### src/rtl/macro_encoder_pkg.sv
`default_nettype none
// ============================================================================
// Module      : macro_encoder_pkg
// Description : Shared types and sizing helpers for the encoder macros.
//               Tree node {q, c, idx}, index-width and pipeline-depth helpers.
// Revision    : 1.0 - initial release
// ============================================================================
package macro_encoder_pkg;

  // Index field wide enough for vectors up to 2^16 bits; unused upper bits stay 0.
  localparam int c_NODE_IDX_W = 16;

  typedef struct packed {
    logic                    q;    // at least one bit set below this node
    logic                    c;    // two or more bits set below this node
    logic [c_NODE_IDX_W-1:0] idx;  // index of lowest set bit below this node
  } node_t;

  // max(1, clog2(n))
  function automatic int idx_width(input int n);
    return (n <= 1) ? 1 : $clog2(n);
  endfunction

  // max(1, ceil(levels / levels_per_stage)) with levels = clog2(width)
  function automatic int stage_count(input int width, input int lps);
    int l;
    int s;
    l = (width <= 1) ? 0 : $clog2(width);
    s = (l + lps - 1) / lps;
    return (s < 1) ? 1 : s;
  endfunction

endpackage
`default_nettype wire

### src/rtl/macro_encoder_onehot_check_pipe_if.sv
`default_nettype none
// ============================================================================
// Module      : macro_encoder_onehot_check_pipe_if
// Description : Handshake, result and error-status bundle of the one-hot
//               checker. master = producer/consumer side, slave = checker.
// Revision    : 1.0 - initial release
// ============================================================================
interface macro_encoder_onehot_check_pipe_if #(
  parameter int INPUT_WIDTH = 8,
  parameter int CNT_WIDTH   = 8,
  parameter int IDX_W       = macro_encoder_pkg::idx_width(INPUT_WIDTH)
);
  logic                   i_valid;
  logic                   i_ready;
  logic [INPUT_WIDTH-1:0] i_d;
  logic                   o_valid_out;
  logic                   o_ready_out;
  logic                   o_valid;
  logic                   o_zero;
  logic                   o_multi;
  logic [IDX_W-1:0]       o_idx;
  logic                   clr;
  logic                   err_sticky;
  logic [CNT_WIDTH-1:0]   err_cnt;

  modport master (
    output i_valid, i_d, o_ready_out, clr,
    input  i_ready, o_valid_out, o_valid, o_zero, o_multi, o_idx, err_sticky, err_cnt
  );

  modport slave (
    input  i_valid, i_d, o_ready_out, clr,
    output i_ready, o_valid_out, o_valid, o_zero, o_multi, o_idx, err_sticky, err_cnt
  );
endinterface
`default_nettype wire

### src/rtl/macro_encoder_onehot_check_node.sv
`default_nettype none
// ============================================================================
// Module      : macro_encoder_onehot_check_node
// Description : Combinational 2:1 reduction node of the one-hot tree.
//               Child a covers the lower bit indices and wins the index.
//               Index logic present only with MACRO_ENCODER_ONEHOT_CHECK_IDX_EN.
// Revision    : 1.0 - initial release
// ============================================================================
module macro_encoder_onehot_check_node
  import macro_encoder_pkg::*;
#(
  parameter int LVL = 0  // bit position of the new index bit (child index width)
) (
  input  node_t a,
  input  node_t b,
  output node_t y
);

  // Merge presence/collision flags and prepend the half-select bit to the index.
  always_comb begin
    y     = '0;
    y.q   = a.q | b.q;
    y.c   = a.c | b.c | (a.q & b.q);
`ifdef MACRO_ENCODER_ONEHOT_CHECK_IDX_EN
    y.idx      = a.q ? a.idx : b.idx;
    y.idx[LVL] = ~a.q;
`endif
  end

`ifndef MACRO_ENCODER_ONEHOT_CHECK_IDX_EN
  logic w_unused_idx;
  assign w_unused_idx = ^{a.idx, b.idx};
`endif

endmodule
`default_nettype wire

### src/rtl/macro_encoder_onehot_check_pipe.sv
`default_nettype none
// ============================================================================
// Module      : macro_encoder_onehot_check_pipe
// Description : Pipelined, back-pressured one-hot checker/encoder with sticky
//               error flag and saturating violation counter.
//               Optional macro MACRO_ENCODER_ONEHOT_CHECK_IDX_EN carries the
//               encoded index through the pipeline; without it o_idx is 0.
// Revision    : 1.0 - initial release
// ============================================================================
module macro_encoder_onehot_check_pipe
  import macro_encoder_pkg::*;
#(
  parameter int INPUT_WIDTH      = 8,
  parameter int LEVELS_PER_STAGE = 1,
  parameter bit ALLOW_ZERO       = 1'b0,
  parameter int CNT_WIDTH        = 8
) (
  input logic                             clk,
  input logic                             resetn,
  macro_encoder_onehot_check_pipe_if.slave bus
);

  localparam int c_L     = (INPUT_WIDTH <= 1) ? 0 : $clog2(INPUT_WIDTH);
  localparam int c_P     = 1 << c_L;
  localparam int c_NSTG  = stage_count(INPUT_WIDTH, LEVELS_PER_STAGE);
  localparam int c_IDX_W = idx_width(INPUT_WIDTH);
  // All tree levels flattened: level k occupies [2P-2(P>>k) +: P>>k].
  localparam int c_NODES = 2 * c_P - 1;

  node_t                w_comb [c_NODES];
  node_t                w_src  [c_NODES];
  node_t                w_final;
  logic                 w_adv;
  logic                 w_legal;
  logic                 w_viol;
  logic [c_NSTG:0]      w_vld_chain;
  logic [c_NSTG-1:0]    r_vld;
  logic                 r_sticky;
  logic [CNT_WIDTH-1:0] r_cnt;

  // Global stall: every stage moves only when the output slot is free or taken.
  assign w_adv       = ~r_vld[c_NSTG-1] | bus.o_ready_out;
  assign bus.i_ready = w_adv;
  assign w_vld_chain = {r_vld, bus.i_valid};

  // Per-stage valid bits shift together; bubbles are kept, not collapsed.
  always_ff @(posedge clk or negedge resetn) begin
    if (!resetn) begin
      r_vld <= '0;
    end else if (w_adv) begin
      r_vld <= w_vld_chain[c_NSTG-1:0];
    end
  end

  for (genvar k = 0; k <= c_L; k++) begin : g_lvl
    localparam int c_OFF = 2 * c_P - 2 * (c_P >> k);
    localparam int c_N   = c_P >> k;
    localparam bit c_BND = (k == c_L) || ((k > 0) && ((k % LEVELS_PER_STAGE) == 0));

    if (k == 0) begin : g_leaf
      for (genvar j = 0; j < c_N; j++) begin : g_bit
        if (j < INPUT_WIDTH) begin : g_in
          assign w_comb[j] = '{q: bus.i_d[j], c: 1'b0, idx: '0};
        end else begin : g_pad
          assign w_comb[j] = '0;
        end
      end
    end else begin : g_tree
      localparam int c_PREV = 2 * c_P - 2 * (c_P >> (k - 1));
      for (genvar j = 0; j < c_N; j++) begin : g_node
        macro_encoder_onehot_check_node #(
          .LVL(k - 1)
        ) u_node (
          .a(w_src[c_PREV + 2 * j]),
          .b(w_src[c_PREV + 2 * j + 1]),
          .y(w_comb[c_OFF + j])
        );
      end
    end

    if (c_BND) begin : g_reg
      node_t r_node [c_N];
      // Stage register: captures whenever the pipe advances, valid or not.
      always_ff @(posedge clk or negedge resetn) begin
        if (!resetn) begin
          for (int i = 0; i < c_N; i++) r_node[i] <= '0;
        end else if (w_adv) begin
          for (int i = 0; i < c_N; i++) r_node[i] <= w_comb[c_OFF + i];
        end
      end
      for (genvar j = 0; j < c_N; j++) begin : g_out
        assign w_src[c_OFF + j] = r_node[j];
      end
    end else begin : g_thru
      for (genvar j = 0; j < c_N; j++) begin : g_wire
        assign w_src[c_OFF + j] = w_comb[c_OFF + j];
      end
    end
  end

  assign w_final = w_src[c_NODES-1];
  assign w_legal = (w_final.q & ~w_final.c) | (ALLOW_ZERO & ~w_final.q);
  assign w_viol  = r_vld[c_NSTG-1] & bus.o_ready_out & ~w_legal;

  // Status is qualified by the output valid so an empty slot reads all-zero.
  assign bus.o_valid_out = r_vld[c_NSTG-1];
  assign bus.o_valid     = r_vld[c_NSTG-1] & w_legal;
  assign bus.o_zero      = r_vld[c_NSTG-1] & ~w_final.q;
  assign bus.o_multi     = r_vld[c_NSTG-1] & w_final.c;
`ifdef MACRO_ENCODER_ONEHOT_CHECK_IDX_EN
  assign bus.o_idx = (r_vld[c_NSTG-1] & w_final.q) ? w_final.idx[c_IDX_W-1:0] : '0;
`else
  assign bus.o_idx = '0;
`endif

  logic w_unused_final;
  assign w_unused_final = ^w_final.idx;

  // Error tracking on delivered results; clr wins over the held value only.
  always_ff @(posedge clk or negedge resetn) begin
    if (!resetn) begin
      r_sticky <= 1'b0;
      r_cnt    <= '0;
    end else if (bus.clr) begin
      r_sticky <= w_viol;
      r_cnt    <= w_viol ? CNT_WIDTH'(1) : '0;
    end else if (w_viol) begin
      r_sticky <= 1'b1;
      if (r_cnt != {CNT_WIDTH{1'b1}}) r_cnt <= r_cnt + CNT_WIDTH'(1);
    end
  end

  assign bus.err_sticky = r_sticky;
  assign bus.err_cnt    = r_cnt;

endmodule
`default_nettype wire

### src/flat_wrapper.sv
// flat-port wrapper written by rule: the top's interface ports become plain ports
module macro_encoder_onehot_check_pipe_flat import macro_encoder_pkg::*;
#(
  parameter int INPUT_WIDTH      = 8,
  parameter int LEVELS_PER_STAGE = 1,
  parameter bit ALLOW_ZERO       = 1'b0,
  parameter int CNT_WIDTH        = 8
)
  (clk, resetn, bus_i_valid, bus_i_d, bus_o_ready_out, bus_clr, bus_i_ready, bus_o_valid_out, bus_o_valid, bus_o_zero, bus_o_multi, bus_o_idx, bus_err_sticky, bus_err_cnt);
  macro_encoder_onehot_check_pipe_if #(.INPUT_WIDTH(INPUT_WIDTH), .CNT_WIDTH(CNT_WIDTH)) bus_i ();
  input logic clk;
  input logic resetn;
  input wire logic [$bits(bus_i.i_valid)-1:0] bus_i_valid;
  input wire logic [$bits(bus_i.i_d)-1:0] bus_i_d;
  input wire logic [$bits(bus_i.o_ready_out)-1:0] bus_o_ready_out;
  input wire logic [$bits(bus_i.clr)-1:0] bus_clr;
  output wire logic [$bits(bus_i.i_ready)-1:0] bus_i_ready;
  output wire logic [$bits(bus_i.o_valid_out)-1:0] bus_o_valid_out;
  output wire logic [$bits(bus_i.o_valid)-1:0] bus_o_valid;
  output wire logic [$bits(bus_i.o_zero)-1:0] bus_o_zero;
  output wire logic [$bits(bus_i.o_multi)-1:0] bus_o_multi;
  output wire logic [$bits(bus_i.o_idx)-1:0] bus_o_idx;
  output wire logic [$bits(bus_i.err_sticky)-1:0] bus_err_sticky;
  output wire logic [$bits(bus_i.err_cnt)-1:0] bus_err_cnt;
  assign bus_i.i_valid = bus_i_valid;
  assign bus_i.i_d = bus_i_d;
  assign bus_i.o_ready_out = bus_o_ready_out;
  assign bus_i.clr = bus_clr;
  assign bus_i_ready = bus_i.i_ready;
  assign bus_o_valid_out = bus_i.o_valid_out;
  assign bus_o_valid = bus_i.o_valid;
  assign bus_o_zero = bus_i.o_zero;
  assign bus_o_multi = bus_i.o_multi;
  assign bus_o_idx = bus_i.o_idx;
  assign bus_err_sticky = bus_i.err_sticky;
  assign bus_err_cnt = bus_i.err_cnt;
  macro_encoder_onehot_check_pipe #(.INPUT_WIDTH(INPUT_WIDTH), .LEVELS_PER_STAGE(LEVELS_PER_STAGE), .ALLOW_ZERO(ALLOW_ZERO), .CNT_WIDTH(CNT_WIDTH)) u_core (.clk(clk), .resetn(resetn), .bus(bus_i));
endmodule
### config.mk
export PLATFORM = sky130hd
export DESIGN_NAME = macro_encoder_onehot_check_pipe_flat
export DESIGN_NICKNAME = d
export VERILOG_FILES = /design/src/rtl/macro_encoder_pkg.sv /design/src/rtl/macro_encoder_onehot_check_pipe_if.sv /design/src/rtl/macro_encoder_onehot_check_node.sv /design/src/rtl/macro_encoder_onehot_check_pipe.sv /design/src/flat_wrapper.sv
export SDC_FILE = /design/constraint.sdc
export NUM_CORES = 1
export LEC_CHECK = 0
export BUFFER_PORTS_ARGS = -buffer_cell sky130_fd_sc_hd__buf_2
export CAP_MARGIN = 20
export CORE_ASPECT_RATIO = 0.75
export CORE_MARGIN = 2
export CORE_UTILIZATION = 69
export DETAILED_ROUTE_END_ITERATION = 7
export MAX_ROUTING_LAYER = met4
export PLACE_DENSITY = 0.95
export SYNTH_ARGS = -nofsm -noshare
export SYNTH_HDL_FRONTEND = slang
export SYNTH_HIERARCHICAL = 1
export SYNTH_SLANG_ARGS = --single-unit
export TNS_END_PERCENT = 30
### constraint.sdc
create_clock -name clk -period 3.28 [get_ports clk]
set_input_delay 0.492 -clock clk [delete_from_list [all_inputs] [get_ports clk]]
set_output_delay 0.492 -clock clk [all_outputs]
set_load 0.05 [all_outputs]
==> reports/qor.csv <==
stage,metric,value,unit
status,status,completed,
cts,# Post-CTS Setup Buffers,0,
cts,Bufs on Longest Clock Path,2,
logic_synthesis,synthesized area per cell,12.0,sq um
timing,Worst Tran Pin Value,587,ps
logic_synthesis,Syn Inst Count,114,
finish,Fill cells,97,
global_routing,gr ovfl total,0,
global_routing,Tot GR Track Use,25.0,%
pwr,Logic pwr share,29.8,%
logic_synthesis,Post-Syn Area,1370,sq um
global_routing,initial antenna violation count,0,
cts,clock root buffer,clkbuf_4,
worst_setup_path,reg2reg end,u_core/bus.err_cnt[0],
worst_setup_path,worst setup path start,u_core/g_lvl[3].g_reg.r_node[16],
pwr,cell area power density,516,nW/um^2
die,Die Span Y,42.5,um
timing,crit path time final,1910,ps
die,row count,13,
finish,most frequent cells in the layout,"buf_2 (26), dfrtp_1 (26), mux2_2 (16)",
detailed_routing,post-DR vias/cell,5.85,
cts,clk slew on worst S/H paths,130,ps
timing,Max-Slew Margin vs Limit,60.9,%
cts,clk sinks,26,
min_path,Hold WC Path Type,input port to asynchronous set/reset pin,
detailed_routing,number of DRC markers in iteration 0,53,
worst_setup_path,RR Startpoint,u_core/bus.err_cnt[0],
detailed_routing,via count,971,
die,CORE AREA,1810,sq um
global_routing,pin count of the biggest net entering global routing,27,
finish,share of layout cells above drive strength 1,38.2,%
pwr,internal power,0.000506,W
detailed_routing,WL/cell,15.5,um
finish,Reg area,651,sq um
timing,sum of negative setup slack,0,ps
die,starting density of the core,75.6,%
die,num ports,30,
detailed_routing,Residual DRC,0,
pwr,LEAKAGE,0.656,nW
pwr,Switch Pwr,0.000281,W
timing,final worst-path cycle share,58.4,%
timing,Max Clock Freq,0.522,GHz
die,Die Wd,55.4,um
detailed_routing,drt pass-1 iters,4,
cts,clock tree from TritonCTS,done,
worst_setup_path,Crit Path Max Fanout,8,
finish,Finished Cell Area,1530,sq um
cts,hold buffers post-CTS,0,
global_routing,vias in the first global route,928,
worst_setup_path,critical path class,flip-flop to output pin,
cts,CTS H-tree depth,1,
global_routing,first-pass GRT wire length,4310,um
finish,antenna cells,0,
finish,final non-filler cell total,166,
worst_setup_path,crit path to,bus_o_valid,
place,DP HPWL,1920,um
die,die footprint,2350,sq um
pwr,Clk pwr share,20.5,%
cts,TritonCTS buffer count,3,
worst_setup_path,CP endpoint kind,output pin,
detailed_routing,Routed WL,2580,um
timing,endpoints failing setup,0,
detailed_routing,Antenna Nets Post-Route,0,
place,dpl cells,162,
cts,number of gates resized after CTS,0,
finish,Layout area overhead,11.8,%
timing,final hold vios,0,
timing,RSZ-0062 raised after global routing,false,
worst_setup_path,CP arrival,1420,ps
finish,Layout Nets,159,
worst_setup_path,Reg2Reg Depth,5,
timing,Slew Limit Fails,0,
job,max cap viols,0,
place,gp weighted congestion,0.785,
finish,Multi-input gate area,663,sq um
place,Port Buffers,26,
pwr,maximum VDD drop,0.000628,V
worst_setup_path,reg-to-reg setup timing slack,1570,ps
worst_setup_path,CP Launch Type,flip-flop,
timing,worst clock skew,3.02,ps
place,Post-DP Area,1490,sq um
logic_synthesis,Syn. warnings,6,
pwr,Seq pwr share,49.7,%
pwr,Sw Share,35.7,%
cts,Worst-Skew Late Latency,330,ps
worst_setup_path,required time worst endpoint,2790,ps
-- final cells by class --
type                    instances  share of cell area [%]
inverters                       1                   0.246
well taps                      22                    1.80
repair buffers                 28                    9.51
clock buffers                   4                    2.38
flip-flops and latches         26                    42.6
multi-input cells              85                    43.4
-- per-layer routing --
layer | vias to the layer above | wire (um) | GRT usage, % | share of wire [%]
li1 | 454 | - | - | -
met1 | 466 | 1110 | 30.3 | 43
met2 | 41 | 1200 | 38.3 | 47
met3 | 10 | 170 | 7.10 | 6.6
met4 | 0 | 90 | 13.2 | 3.5
met5 | - | 0 | - | 0
-- power groups by stage --
stage	clock network [W]	registers [W]	logic, W
after floorplan	0	0.000440	0.000148
after global placement	0	0.000393	0.000226
after detailed placement	0	0.000397	0.000234
after CTS	0.000167	0.000391	0.000235
after global routing	0.000176	0.000398	0.000250
final	0.000161	0.000391	0.000235
-- sequential cells by signal, indices dropped and copies added (netlist names) --
name                       count
u_core/g_lvl.g_reg.r_node     14
u_core/bus.err_cnt             8
u_core/r_vld                   3
u_core/bus.err_sticky          1
-- worst max-delay path, cell delays in order (launching register included) --
cell,delay [ps]
dfrtp_1,410
nor2b_1,110
buf_4,180
and2_1,130
buf_2,260
-- metrics by stage --
step	hold WS [ps]	utilization [%]	total power, W	setup WS, ps
2_1_floorplan	196	-	0.000588	1470
3_3_place_gp	439	82.5	0.000618	1700
3_5_place_dp	456	82.5	0.000631	1610
4_1_cts	150	84.5	0.000793	1360
5_1_grt	185	84.5	0.000824	1270
6_report	143	84.5	0.000787	1370
-- worst min-delay path by stage --
stage	start	endpoint	slack [ps]
2_1_floorplan	resetn	u_core/bus.err_cnt[0]	200
3_3_place_gp	u_core/r_vld[1]	u_core/r_vld[2]	440
4_1_cts	resetn	u_core/bus.err_cnt[5]	150
3_5_place_dp	u_core/r_vld[1]	u_core/r_vld[2]	460
5_1_grt	resetn	u_core/bus.err_cnt[5]	180
6_report	resetn	u_core/g_lvl[1].g_reg.r_node[17]	140
No activity file was read; power rests on OpenSTA's default activity.
